==> src/rtl/rl11dma.sv <==
// rtl/rl11dma.sv - Unibus NPR bus-master sequencer for the RL11 disk path
module rl11dma #(
  parameter int DESKEW = 3,
  parameter int NXMCYC = 1000
) (
  input  logic        CLOCK,
  input  logic        RESET,
  input  logic        armwrite,
  input  logic [2:0]  armraddr,
  input  logic [2:0]  armwaddr,
  input  logic [31:0] armwdata,
  output logic [31:0] armrdata,
  output logic        armintrq,
  input  logic        init_in_h,
  output logic        npr_out_h,
  input  logic        npg_in_h,
  output logic        sack_out_h,
  input  logic        bbsy_in_h,
  output logic        bbsy_out_h,
  output logic [17:0] a_out_h,
  output logic [1:0]  c_out_h,
  output logic [15:0] d_out_h,
  output logic        msyn_out_h,
  input  logic        ssyn_in_h,
  input  logic [15:0] d_in_h
);

  localparam int TW = $clog2(NXMCYC + 1);
  localparam int DW = $clog2(DESKEW + 1);

  typedef enum logic [2:0] {
    S_IDLE   = 3'd0,
    S_REQ    = 3'd1,
    S_GNT    = 3'd2,
    S_ADDR   = 3'd3,
    S_WAITS  = 3'd4,
    S_WAITNS = 3'd5,
    S_REL    = 3'd6
  } state_t;

  state_t        state;
  logic [17:0]   addr;
  logic [4:0]    count;
  logic          dir;
  logic [4:0]    ptr;
  logic [4:0]    idx;
  logic          busy;
  logic          done;
  logic          nxm;
  logic          abort;
  logic [DW-1:0] dcnt;
  logic [TW-1:0] tcnt;
  logic [15:0]   buffer [32];

  logic          start_req;
  logic          buf_wr_arm;
  logic          ptr_wr_arm;
  logic          dati_capture;
  logic [17:0]   addr_next;
  logic [4:0]    idx_next;
  logic [1:0]    cyc_type;
  logic [2:0]    state_code;
  logic          unused_bits;

  // ARM-side strobes; buffer and pointer are frozen while a transfer owns them
  assign start_req    = armwrite && (armwaddr == 3'd1) && armwdata[31] && !busy;
  assign buf_wr_arm   = armwrite && (armwaddr == 3'd2) && !busy;
  assign ptr_wr_arm   = armwrite && (armwaddr == 3'd3) && !busy;
  assign dati_capture = (state == S_WAITS) && ssyn_in_h && !dir && !init_in_h;
  assign addr_next    = addr + 18'd2;
  assign idx_next     = idx + 5'd1;
  assign cyc_type     = dir ? 2'b10 : 2'b00;
  assign state_code   = state;
  assign armintrq     = done;
  assign unused_bits  = ^armwdata[30:24];

  // Word buffer: ARM loads it when idle, DATI cycles fill it during a burst
  always_ff @(posedge CLOCK) begin
    if (dati_capture) begin
      buffer[idx] <= d_in_h;
    end else if (buf_wr_arm) begin
      buffer[ptr] <= armwdata[15:0];
    end
  end

  // ARM buffer pointer: auto-increments on data writes, loadable or steppable via reg 3
  always_ff @(posedge CLOCK) begin
    if (RESET) begin
      ptr <= 5'd0;
    end else if (buf_wr_arm) begin
      ptr <= ptr + 5'd1;
    end else if (ptr_wr_arm) begin
      ptr <= armwdata[31] ? ptr + 5'd1 : armwdata[4:0];
    end
  end

  // Bus sequencer: arbitration, per-word DATI/DATO handshake, NXM timeout and INIT abort
  always_ff @(posedge CLOCK) begin
    if (RESET) begin
      state      <= S_IDLE;
      addr       <= 18'd0;
      count      <= 5'd0;
      dir        <= 1'b0;
      idx        <= 5'd0;
      busy       <= 1'b0;
      done       <= 1'b1;
      nxm        <= 1'b0;
      abort      <= 1'b0;
      dcnt       <= '0;
      tcnt       <= '0;
      npr_out_h  <= 1'b0;
      sack_out_h <= 1'b0;
      bbsy_out_h <= 1'b0;
      a_out_h    <= 18'd0;
      c_out_h    <= 2'b00;
      d_out_h    <= 16'd0;
      msyn_out_h <= 1'b0;
    end else if (init_in_h && (state != S_IDLE)) begin
      state      <= S_IDLE;
      busy       <= 1'b0;
      done       <= 1'b1;
      abort      <= 1'b1;
      npr_out_h  <= 1'b0;
      sack_out_h <= 1'b0;
      bbsy_out_h <= 1'b0;
      a_out_h    <= 18'd0;
      c_out_h    <= 2'b00;
      d_out_h    <= 16'd0;
      msyn_out_h <= 1'b0;
    end else begin
      case (state)
        S_IDLE: begin
          if (start_req) begin
            addr      <= {armwdata[17:1], 1'b0};
            count     <= armwdata[22:18];
            dir       <= armwdata[23];
            idx       <= 5'd0;
            busy      <= 1'b1;
            done      <= 1'b0;
            nxm       <= 1'b0;
            abort     <= 1'b0;
            npr_out_h <= 1'b1;
            state     <= S_REQ;
          end
        end
        S_REQ: begin
          if (npg_in_h && !bbsy_in_h && !ssyn_in_h) begin
            sack_out_h <= 1'b1;
            npr_out_h  <= 1'b0;
            state      <= S_GNT;
          end
        end
        S_GNT: begin
          if (!npg_in_h && !bbsy_in_h) begin
            bbsy_out_h <= 1'b1;
            sack_out_h <= 1'b0;
            a_out_h    <= addr;
            c_out_h    <= cyc_type;
            d_out_h    <= dir ? buffer[idx] : 16'd0;
            dcnt       <= '0;
            state      <= S_ADDR;
          end
        end
        S_ADDR: begin
          if (dcnt == DW'(DESKEW - 1)) begin
            msyn_out_h <= 1'b1;
            tcnt       <= '0;
            state      <= S_WAITS;
          end else begin
            dcnt <= dcnt + DW'(1);
          end
        end
        S_WAITS: begin
          if (ssyn_in_h) begin
            msyn_out_h <= 1'b0;
            state      <= S_WAITNS;
          end else if (tcnt == TW'(NXMCYC - 1)) begin
            nxm        <= 1'b1;
            msyn_out_h <= 1'b0;
            state      <= S_REL;
          end else begin
            tcnt <= tcnt + TW'(1);
          end
        end
        S_WAITNS: begin
          if (!ssyn_in_h) begin
            addr <= addr_next;
            idx  <= idx_next;
            if (count == 5'd0) begin
              state <= S_REL;
            end else begin
              count   <= count - 5'd1;
              a_out_h <= addr_next;
              d_out_h <= dir ? buffer[idx_next] : 16'd0;
              dcnt    <= '0;
              state   <= S_ADDR;
            end
          end
        end
        S_REL: begin
          bbsy_out_h <= 1'b0;
          a_out_h    <= 18'd0;
          c_out_h    <= 2'b00;
          d_out_h    <= 16'd0;
          msyn_out_h <= 1'b0;
          busy       <= 1'b0;
          done       <= 1'b1;
          state      <= S_IDLE;
        end
        default: state <= S_IDLE;
      endcase
    end
  end

  // ARM read mux over registered state
  always_comb begin
    armrdata = 32'd0;
    case (armraddr)
      3'd0: armrdata = 32'h444D1001;
      3'd1: armrdata = {done, busy, 1'b0, nxm, abort, state_code, dir, count, addr};
      3'd2: armrdata = {11'b0, ptr, buffer[ptr]};
      default: armrdata = 32'd0;
    endcase
  end

endmodule

==> config.mk <==
export PLATFORM = sky130hd
export DESIGN_NAME = rl11dma
export DESIGN_NICKNAME = d
export VERILOG_FILES = /design/src/rtl/rl11dma.sv
export SDC_FILE = /design/constraint.sdc
export NUM_CORES = 1
export LEC_CHECK = 0
export CORE_MARGIN = 5
export CORE_UTILIZATION = 35
export DETAILED_ROUTE_END_ITERATION = 8
export PLACE_DENSITY = 0.55
export REMOVE_ABC_BUFFERS = 1
export SLEW_MARGIN = 20
export SYNTH_ARGS = -nofsm -noshare
export SYNTH_HDL_FRONTEND = slang
export SYNTH_SLANG_ARGS = --single-unit
export TNS_END_PERCENT = 10
==> constraint.sdc <==
create_clock -name CLOCK -period 2.9 [get_ports CLOCK]
set_input_delay 0.58 -clock CLOCK [delete_from_list [all_inputs] [get_ports CLOCK]]
set_output_delay 0.58 -clock CLOCK [all_outputs]
set_load 0.01 [all_outputs]
==> impl_metrics.tcl <==
set metrics [dict create \
    yosys-top-cells-area "edfxtp_1, mux4_2, dfxtp_1, mux2i_1, nand2_1" \
    powerDensity_mw_per_mm2 483 \
    row_count 113 \
    ys_ff_latch 612 \
    synth_fa_ha_area_share_pct 0.262 \
    skew_ps 29.8 \
    drt_iter0_drc 3054 \
    syn_area_per_cell_sq_um 15.7 \
    outcome "finished with violations" \
    antenna_found_initial 7 \
    fin_util_pct 44.5 \
    die_x_um 319 \
    finalPower_mw 20.4 \
    ys.flop_type "edfxtp_1" \
    clk_pin_slew_worst_paths_ps 60 \
    synth_mux_area_share_pct 32.5 \
    numClockSinks 612 \
    syn_inst 2133 \
    synth-simple-area-share_pct 6.17 \
    diodes 0 \
    netlist_area_sq_mm 0.0335 \
    finalSetupViolCount 16 \
    worst_slack_ps -644 \
    yosysSeqAreaShare_pct 51.9 \
    endpoint_kind "output pin" \
    fin_crit_sh_pct 122 \
    wirelength_mm 121 \
    synth_edf_count 512 \
    grt_max_degree 98 \
    synth-warning-count 0 \
    path_class "flip-flop to output pin" \
    final_cells 3840 \
    grt.total_usage_pct 23.2 \
    drtAntennaViolNets 0 \
    hold_slack_ps 458 \
    htree_levels 3 \
    synth_top_area_share_pct 46.0 \
    synth_xor_area_share_pct 0.105 \
    rsz0062_at_grt "true" \
    cts_hold_buffers 0 \
    core-area_sq_mm 0.0949 \
    synth_cell_types 75 \
    maxSlewViolCount 0 \
    syn_to_final_growth_pct 26.2 \
    placed_cell_area_sq_mm 0.0392 \
    violations "negative setup slack" \
    die_area_sq_mm 0.102 \
    drt_first_pass_iters 5 \
    io_buffers 123 \
    dp.cells 3681 \
    fin_nets 2587 \
    maxCapViolCount 0 \
    cp_max_fo 9 \
    start_util_pct 35.3 \
    first_global_vias 23985 \
    synth-compound-area-share_pct 6.19 \
    routed_via_density 6.23 \
    drive_gt1_share_pct 40.2 \
    design_area_sq_mm 0.0422 \
    top_level_ports 134 \
    gp_congestion 0.906 \
    routedWlPerCell_um 31.6 \
    worst-r2r-setup-slack_ps 200 \
    cts_tree "built" \
    drc 0 \
    max-clock-path-buffers 3 \
    die_h_um 319 \
    p_leak_nw 13.4 \
    fmax_mhz 282 \
    cts_inserted_buffers 68 \
    hold_violations 0 \
    final.min_clock_period_ps 3540 \
    synth_top_family_by_area "multiplexers" \
    hold_class "flip-flop to flip-flop" \
    cp.arrival_ps 2960 \
    tightest_slew_ps 995 \
    clock_latency_ps 630 \
    required_ps 2320 \
    cp-start-kind "flip-flop" \
    max-vdd-ir-drop_mv 0.467 \
    timing.slew.headroom_pct 33.4 \
    place_hpwl_mm 83.2 \
    grt_pass1_wl_mm 173 \
    cts.root.buffer_cell "clkbuf_16" \
    vias 23912 \
    grt_overflow 0 \
    async_flop_share_pct 0 \
    yosys.area.top_type "edfxtp_1" \
]
## cell usage in the layout (no fill, tap or decap), types with 20 or more instances in the layout
cell type and n:
nand2_1 117, mux2_2 37, nor2_2 37, nand3_1 46, nor2_1 61, clkdlybuf4s50_1 97, a211oi_1 23, clkbuf_16 73
a31oi_1 20, inv_1 23, mux2i_1 138, a21oi_1 65, o21ai_0 66, dfxtp_1 92, edfxtp_1 512, mux4_2 400
buf_4 269, buf_12 89, and2_1 35
## synth_stat cells, drive strengths merged (7+ instances only)
cell type / count
a2111oi: 8
a211oi: 27
a21o: 9
a21oi: 66
a22oi: 17
a31oi: 21
a32oi: 18
and2: 39
buf: 95
clkbuf: 85
dfxtp: 100
edfxtp: 512
ha: 7
inv: 23
mux2: 43
mux2i: 138
mux4: 400
nand2: 117
nand2b: 13
nand3: 47
nand4: 9
nor2: 100
nor2b: 17
nor3: 11
o211ai: 16
o21ai: 74
o22ai: 9
o31ai: 15
o41ai: 9
or2: 7
or3: 10
or4: 10
## final timing paths
kind | from | end | cells after the start
max | flip-flop | armrdata[10] | 8
min | msyn_out_h$_SDFFE_PP0P_ | msyn_out_h$_SDFFE_PP0P_ | 2
max reg2reg | busy$_SDFFE_PP0P_ | buffer[30][6]$_DFFE_PP_ | 7
min reg2reg | msyn_out_h$_SDFFE_PP0P_ | msyn_out_h$_SDFFE_PP0P_ | 2
## logic make-up (layout without fill, tap and decap cells)
kind of cell,count (synthesis),count (layout)
buf+inv,204,644
other cells,1,3
mux,581,581
flops,612,612
xor+xnor,4,4
fa+ha+maj,7,7
compound gates,313,313
simple gates,411,411
## per-layer routing
layer | GRT usage (%) | wire, um | share of wire, % | vias to the layer above
met2 | 35.5 | 55000 | 45 | 1579
met1 | 32.0 | 47900 | 39 | 12426
met4 | 7.42 | 4550 | 3.8 | 2
met3 | 6.90 | 13900 | 11 | 232
li1 | - | - | - | 9673
met5 | 0 | 12 | 0.0099 | -
## per-stage QoR
stage | setup slack (ps) | TNS [ps]
after floorplan | -6530 | -1175360
after global placement | -738 | -260310
after detailed placement | -751 | -304450
after CTS | -714 | -10310
after global routing | -746 | -10920
final | -644 | -9550
## what timing repair did
item	CTS	global route
endpoints found under the setup margin	24	273
cloned	3	0
gates resized for setup	122	44
pin swaps	3	13
setup buffers	24	16
## layout make-up
class / count / area [sq um]
fill: 8243 / 52600
inverter: 24 / 90.1
timing repair buffer: 494 / 5180
clock inverter: 36 / 435
multi-input combinational: 1319 / 15600
sequential: 612 / 17400
tap: 1265 / 1580
clock buffer: 90 / 1910
## where the power goes
| group | internal (mW) | total (mW) | switching (mW) | leakage (nW) |
|---|---|---|---|---|
| clock | 5.48 | 9.19 | 3.71 | 1.15 |
| combinational | 0.705 | 1.55 | 0.842 | 6.84 |
| sequential | 9.59 | 9.65 | 0.0562 | 5.41 |
| total | 15.8 | 20.4 | 4.61 | 13.4 |
## registers in the layout, summed over array words and instances (netlist names), 3 cells and up, named ones only
register and count:
a_out_h 17, addr 17, buffer 512, count 5, d_out_h 16, idx 5, ptr 5, state 3
tcnt 10
## worst max-delay path, cell delays in order (launching register included)
cell             delay, ps
dfxtp_4                430
buf_8                  200
buf_8                  140
mux4_2                 530
mux4_2                 490
nor2_2                  90
o31ai_1                 90
buf_4                  140
clkdlybuf4s15_2        220
Note: power is estimated with default switching activity, not from simulation.
